`config.mk`:
```
export PLATFORM = sky130hd
export DESIGN_NAME = inst_fetch
export DESIGN_NICKNAME = d
export VERILOG_FILES = /design/src/rtl/inst_fetch.sv
export SDC_FILE = /design/constraint.sdc
export NUM_CORES = 1
export LEC_CHECK = 0
export ABC_AREA = 1
export BUFFER_PORTS_ARGS = -buffer_cell sky130_fd_sc_hd__buf_2
export CAP_MARGIN = 40
export CORE_MARGIN = 2
export CORE_UTILIZATION = 57
export DETAILED_ROUTE_END_ITERATION = 7
export GPL_TIMING_DRIVEN = 1
export PLACE_DENSITY = 0.84
export SYNTH_ARGS = -nofsm -noshare
export SYNTH_HDL_FRONTEND = slang
export SYNTH_SLANG_ARGS = --single-unit
```
`constraint.sdc`:
```
create_clock -name clk -period 2.1 [get_ports clk]
set_input_delay 0.63 -clock clk [delete_from_list [all_inputs] [get_ports clk]]
set_output_delay 0.63 -clock clk [all_outputs]
set_load 0.005 [all_outputs]
```
`src/rtl/inst_fetch.sv`:
```
// Instruction fetch stage: owns the PC, keeps one word read in flight and registers
// each returned instruction with its address for decode.
module inst_fetch #(
    parameter int unsigned     XLEN       = 32,
    parameter logic [XLEN-1:0] RESET_ADDR = 32'h0000_0000,
    parameter logic [XLEN-1:0] NOP        = 32'h0000_0013
) (
    input  logic            clk,
    input  logic            rst_n,
    input  logic            pause_signal,
    input  logic            flush_signal,
    input  logic            jump_flag,
    input  logic [XLEN-1:0] jump_addr,
    output logic            mem_req,
    output logic [XLEN-1:0] mem_addr,
    input  logic            mem_gnt,
    input  logic            mem_rvalid,
    input  logic [XLEN-1:0] mem_rdata,
    output logic [XLEN-1:0] inst,
    output logic [XLEN-1:0] inst_addr,
    output logic            inst_valid
);

    logic [XLEN-1:0] r_pc;
    logic            r_pend;        // request asserted last cycle but not granted
    logic [XLEN-1:0] r_req_addr;
    logic            r_out;
    logic [XLEN-1:0] r_out_addr;
    logic            r_discard;
    logic            r_skid_v;
    logic [XLEN-1:0] r_skid_data;
    logic [XLEN-1:0] r_skid_addr;
    logic [XLEN-1:0] r_inst;
    logic [XLEN-1:0] r_inst_addr;
    logic            r_inst_valid;

    logic            w_slot_free;
    logic            w_fetch_ok;
    logic            w_req;
    logic [XLEN-1:0] w_addr;
    logic            w_gnt;
    logic            w_resp;
    logic [XLEN-1:0] w_jump_pc;
    logic [XLEN-1:0] w_pc_inc;

    // A returning response frees the single slot in the same cycle, which is
    // what allows back-to-back fetches.
    assign w_slot_free = !r_out || mem_rvalid;
    assign w_fetch_ok  = !jump_flag && (flush_signal || !pause_signal);
    assign w_req       = rst_n && (r_pend || (w_slot_free && w_fetch_ok));
    assign w_addr      = r_pend ? r_req_addr : r_pc;
    assign w_gnt       = w_req && mem_gnt;
    assign w_resp      = mem_rvalid && r_out && !r_discard && !jump_flag && !flush_signal;
    assign w_jump_pc   = {jump_addr[XLEN-1:2], 2'b00};
    assign w_pc_inc    = w_addr + {{(XLEN-3){1'b0}}, 3'd4};

    assign mem_req    = w_req;
    assign mem_addr   = w_addr;
    assign inst       = r_inst;
    assign inst_addr  = r_inst_addr;
    assign inst_valid = r_inst_valid;

    always_ff @(posedge clk or negedge rst_n) begin
        if (!rst_n) begin
            r_pc       <= RESET_ADDR;
            r_pend     <= 1'b0;
            r_req_addr <= RESET_ADDR;
            r_out      <= 1'b0;
            r_out_addr <= RESET_ADDR;
            r_discard  <= 1'b0;
        end else begin
            r_pend     <= w_req && !mem_gnt;
            r_req_addr <= w_addr;
            if (w_gnt) begin
                r_out      <= 1'b1;
                r_out_addr <= w_addr;
            end else if (mem_rvalid) begin
                r_out <= 1'b0;
            end
            // A held request that predates a redirect must not advance the new pc.
            if (jump_flag)
                r_pc <= w_jump_pc;
            else if (w_gnt && !(r_pend && r_discard))
                r_pc <= w_pc_inc;
            if (jump_flag)
                r_discard <= (r_out && !mem_rvalid) || r_pend;
            else if (mem_rvalid)
                r_discard <= 1'b0;
        end
    end

    always_ff @(posedge clk or negedge rst_n) begin
        if (!rst_n) begin
            r_inst       <= NOP;
            r_inst_addr  <= '0;
            r_inst_valid <= 1'b0;
            r_skid_v     <= 1'b0;
            r_skid_data  <= NOP;
            r_skid_addr  <= '0;
        end else if (jump_flag || flush_signal) begin
            r_inst       <= NOP;
            r_inst_valid <= 1'b0;
            r_skid_v     <= 1'b0;
        end else if (pause_signal) begin
            if (w_resp) begin
                r_skid_v    <= 1'b1;
                r_skid_data <= mem_rdata;
                r_skid_addr <= r_out_addr;
            end
        end else if (r_skid_v) begin
            r_inst       <= r_skid_data;
            r_inst_addr  <= r_skid_addr;
            r_inst_valid <= 1'b1;
            r_skid_v     <= w_resp;
            if (w_resp) begin
                r_skid_data <= mem_rdata;
                r_skid_addr <= r_out_addr;
            end
        end else if (w_resp) begin
            r_inst       <= mem_rdata;
            r_inst_addr  <= r_out_addr;
            r_inst_valid <= 1'b1;
        end else begin
            r_inst       <= NOP;
            r_inst_valid <= 1'b0;
        end
    end

endmodule

```
==> After elaboration in Yosys (flattened, before gate mapping) <==
Index checks and enable logic that the tools add are counted.
{ "totals": {"register_bits": 229, "wordCells": 75} }
{ "classes": {"addsub": 1, "n_eq_ne": 2, "n_mux": 26, "bitwise_logic": 2, "n_reduce_logical": 32} }
{ "op_table": {"columns": ["operator", "n"], "rows": [
  ["two-way mux 32 bit", 15],
  ["adder 32 x 3 -> 32 bit, second input constant", 1],
  ["logical AND 1 bit", 12],
  ["two-way mux 1 bit", 11],
  ["nonzero test 2 bit", 5],
  ["logical NOT 1 bit", 8],
  ["logical OR 1 bit", 5],
  ["!= test 3 x 1 -> 1 bit, second input constant", 1],
  ["AND reduction 3 bit", 1],
  ["!= test 2 x 1 -> 1 bit, second input constant", 1],
  ["inverter 1 bit", 2],
  ["AND reduction 2 bit", 1]
]} }

==> Logic depth before layout (Yosys ltp) <==
{ "depth": {"depth_word": 10, "mapped_depth": 14, "ltp_nobuf": 13} }

==> Least setup slack after synthesis <==
No wires, ideal clock.
{ "synth_path": {"path_type": "register -> register", "start": "register r_pend", "end": "register r_pc[14]", "setup_ns": 0.124, "arrival_ns": 1.853, "required_time_ns": 1.976, "setup_slack_ns": 0.123, "stages_incl_launch_ff": 13, "cell_sequence": "dfrtp_1 > buf_6 > buf_12 > o21ai_2 > inv_1 > ha_1 > nand3_2 > inv_1 > nand2_4 > nor2_1 > or2_1 > nand3_1 > nand3_1"} }
{ "synth_via": {"word_cells_on_any_way": 11} }
{ "synth_lines": {"columns": ["item", "line", "source"], "rows": [
  ["start, declared", "25", "logic r_pend;"],
  ["start signal, assigned", "72", "r_pend <= w_req && !mem_gnt;"],
  ["two-way mux 32 bit", "51", "assign w_addr = r_pend ? r_req_addr : r_pc;"],
  ["net mem_addr[2]", "15", "output logic [XLEN-1:0] mem_addr,"],
  ["adder 32 x 3 -> 32 bit", "55", "assign w_pc_inc = w_addr + {{(XLEN-3){1'b0}}, 3'd4};"],
  ["two-way mux 32 bit", "83", "else if (w_gnt && !(r_pend && r_discard))"],
  ["two-way mux 32 bit", "81", "if (jump_flag)"],
  ["end signal, assigned", "82", "r_pc <= w_jump_pc;"],
  ["end signal, assigned", "84", "r_pc <= w_pc_inc;"],
  ["end, declared", "24", "logic [XLEN-1:0] r_pc;"]
]} }
The timed path passes the listed nets, and every way through them passes these cells. The select of a mux whose other input is x is not followed.
A chain may end at the register's enable or synchronous reset.

==> Final worst setup path <==
{ "layout_path": {"start": "register r_pend", "end": "register r_pc[30]"} }
{ "layout_via": {"elab_chain_len": 5, "word_cells_on_any_way": 11} }
{ "layout_rtl": {"columns": ["item"], "rows": [
  ["parallel branches: the longest is 5 deep, another holds adder 32 x 3 -> 32 bit"]
]} }
Parallel ways; which one is timed is not known. The select of a mux whose other input is x is not followed.

==> impl_metrics.csv <==
group,metric,value,unit
pwr,netSwitchingFraction,29.1,%
yosys,synth_area_per_cell,8.90,um^2
clock_network,htree_levels,1,
yosys,synthTopCellsByArea,"dfrtp_1, nand2_1, o21ai_0",
cells_and_area,drive_gt1_share,36.4,%
placement,dp_hpwl,17400,um
run_status,status,"complete, but fails checks",
detailed_routing,drtPass1Iterations,7,
timing,setup_viol,56,
global_route,grt_pass1_vias,8997,
detailed_routing,drt_first_iter_violations,1102,
floorplanning,die_h,140,um
yosys,synth_cell_types,42,
global_route,track_usage,28.4,%
timing,worst_slack,-0.364,ns
detailed_routing,drt-vias-per-instance,6.02,
cells_and_area,antennaDiodeCount,0,
yosys,synth_top_cells_by_count,"nand2_1, dfrtp_1, o21ai_0",
global_route,antenna_found_initial,0,
yosys,synth_edf_count,0,
yosys,yosysTopAreaCellShare,53.0,%
floorplanning,die_w,140,um
pwr,seq_power_share,44.3,%
yosys,ys.flop_type,"dfrtp_1",
cells_and_area,final_area,13800,um^2
worst_setup_path,crit_arrival,2.88,ns
global_route,grt_max_degree,101,
timing,tns,-9.20,ns
timing,rsz0062_at_grt,"true",
floorplanning,initial_core_util,58.4,%
pwr,p_leak,6.77,nW
timing,tightestPinTransition,0.538,ns
flow_run,drv_cap,0,
clock_network,cts_tree,"yes",
placement,port_buffers,166,
pwr,finalPower,12.7,mW
pwr,pwr-share-clk,35.2,%
timing,maxSlewViolCount,0,
clock_network,hold_buffers,0,
timing,layout_min_cycle_time,2.46,ns
clock_network,cts_sinks,229,
yosys,synth-seq-cells,229,
global_route,grt_overflow,0,
placement,pre_cts_ws,0.0205,ns
yosys,synthCells,1183,
detailed_routing,ant_nets,0,
pwr,power_frac_comb,20.5,%
worst_setup_path,cp-end-kind,"flop",
timing,max_freq,406,MHz
timing,skew,0.0187,ns
yosys,synth_fp_nets,1255,
yosys,yosysSeqAreaShare,54.5,%
yosys,yosysTopAreaCell,"dfrtp_1",
pwr,intPower,8.98,mW
detailed_routing,wl_per_cell,19.7,um
detailed_routing,wl,32800,um
worst_setup_path,crit_required,2.51,ns
floorplanning,ios,169,
worst_setup_path,worst_setup_path_start_kind,"flop",
worst_hold_path,hp-class,"input port to async pin",
clock_network,root_buffer,"clkbuf_16",
yosys,syn-cell-area,10500,um^2
cells_and_area,finish.utilization,76.4,%
placement,finalWeightedCongestion,0.954,
detailed_routing,num_vias,10040,
placement,placed_area,11800,um^2
pwr,power_density,920,nW/um^2
cells_and_area,nets,1493,
clock_network,clk_pin_slew_worst_paths,0.07,ns
worst_setup_path,crit_type,"flop to flop",
yosys,async_flop_share,100,%
floorplanning,num_rows,49,
pwr,p_switching,3.69,mW
clock_network,insertion_delay,0.53,ns
floorplanning,dieArea,19600,um^2
floorplanning,coreArea,18000,um^2
clock_network,cts_buffers,24,
cells_and_area,area_growth,30.7,%
yosys,synth_most_common_cell,"nand2_1",
detailed_routing,drc,0,
worst_setup_path,crit_fanout,8,
timing,max_slew_margin,64.2,%
yosys,ys_warn_count,0,
timing,finalHoldViolCount,0,
run_status,violations,"setup timing",
pwr,max-vdd-ir-drop,0.754,mV
timing,fin_crit_sh,117,%
global_route,grt_pass1_wl,45600,um
clock_network,clk_path_buf_depth,3,
-- kinds of logic (layout without fill, tap and decap cells) --
kind of cell	Yosys count	in the layout	synth area share (%)
and+or+nand+nor	540	540	22.6
DFF	229	229	54.5
AOI/OAI and AO/OA	227	227	12.7
buffers and inverters	149	405	6.27
muxes	29	29	3.10
xor gates and xnor gates	8	8	0.666
adders and majority gates	1	1	0.119
-- layout make-up --
cell class                 instances  area, um^2
sequential                       229        5740
multi-input combinational        805        4520
fill                            1073        4260
clock inverter                    10         109
clock buffer                      34         729
tap                              229         287
inverter                          84         320
timing repair buffer             277        2060
-- metal layers --
metal	vias to the layer above	global-route usage (%)	share of wire, %
met5	-	0	0
met2	718	45.7	47
li1	4317	-	-
met3	205	4.24	10
met4	0	9.47	5.4
met1	4800	40.2	37
-- what timing repair did --
item | CTS | global route
cloned | 2 | 2
gates resized for setup | 47 | 89
endpoints found under the setup margin | 32 | 54
buffers inserted | 30 | 33
pin swaps | 26 | 28
-- layout by cell type, fill, tap and decap left out, drive strengths merged, types with 2 or more instances in the layout --
cell type and count:
xor2 7, o22ai 5, clkinv 6, dfrtp 223, a31o 29, o211ai 2, dfstp 6, a21oi 32
mux2 29, clkinvlp 2, clkbuf 36, or2 5, nand4 3, a21boi 2, o21bai 3, buf 275
bufinv 2, nand3 48, o21ai 119, nor2 93, inv 84, nand2 390, a31oi 33
-- worst paths after layout --
check | start | end | slack [ns] | cells past startpoint
setup / recovery | r_pend | r_pc[30] | -0.36 | 15
hold / removal | rst_n | r_skid_addr[9] | 0.15 | 2
setup reg to reg | r_pend | r_pc[30] | -0.36 | 15
hold reg to reg | r_skid_addr[29] | r_skid_addr[29] | 0.48 | 2
max in group asynchronous | rst_n | r_pc[27] | 1.01 | 3
min in group clk | mem_gnt | r_pend | 0.32 | 2
-- power groups by stage --
stage | clock network (mW) | logic [mW] | registers [mW]
after detailed placement | 0 | 2.02 | 5.62
after CTS | 4.45 | 2.24 | 5.56
after floorplan | 0 | 1.15 | 5.57
final | 4.45 | 2.60 | 5.61
after global placement | 0 | 1.95 | 5.58
after global routing | 4.65 | 2.82 | 5.69
-- stage by stage --
step	cells	hold WS, ns
2_1_floorplan	1183	0.334
3_3_place_gp	1557	0.462
3_5_place_dp	1557	0.470
4_1_cts	1633	0.191
5_1_grt	1668	0.218
6_report	1668	0.155
-- flip-flops by register name, indices dropped and copies added (netlist names), 32 cells and up --
name         count
inst            32
inst_addr       32
r_out_addr      32
r_pc            32
r_req_addr      32
r_skid_addr     32
r_skid_data     32
-- critical path: stages, from the launching register on --
cell     delay, ns
dfrtp_1       0.42
buf_6         0.19
buf_12        0.12
buf_16        0.14
nand2_2       0.07
nand2_4       0.06
buf_4         0.16
nand2_1       0.11
nor2_2        0.20
nand2_1       0.13
nor2_1        0.37
nand2_1       0.10
nand2_1       0.08
nand3_1       0.09
nand2_1       0.07
nand2_1       0.04
Note: power is estimated with default switching activity, not from simulation.
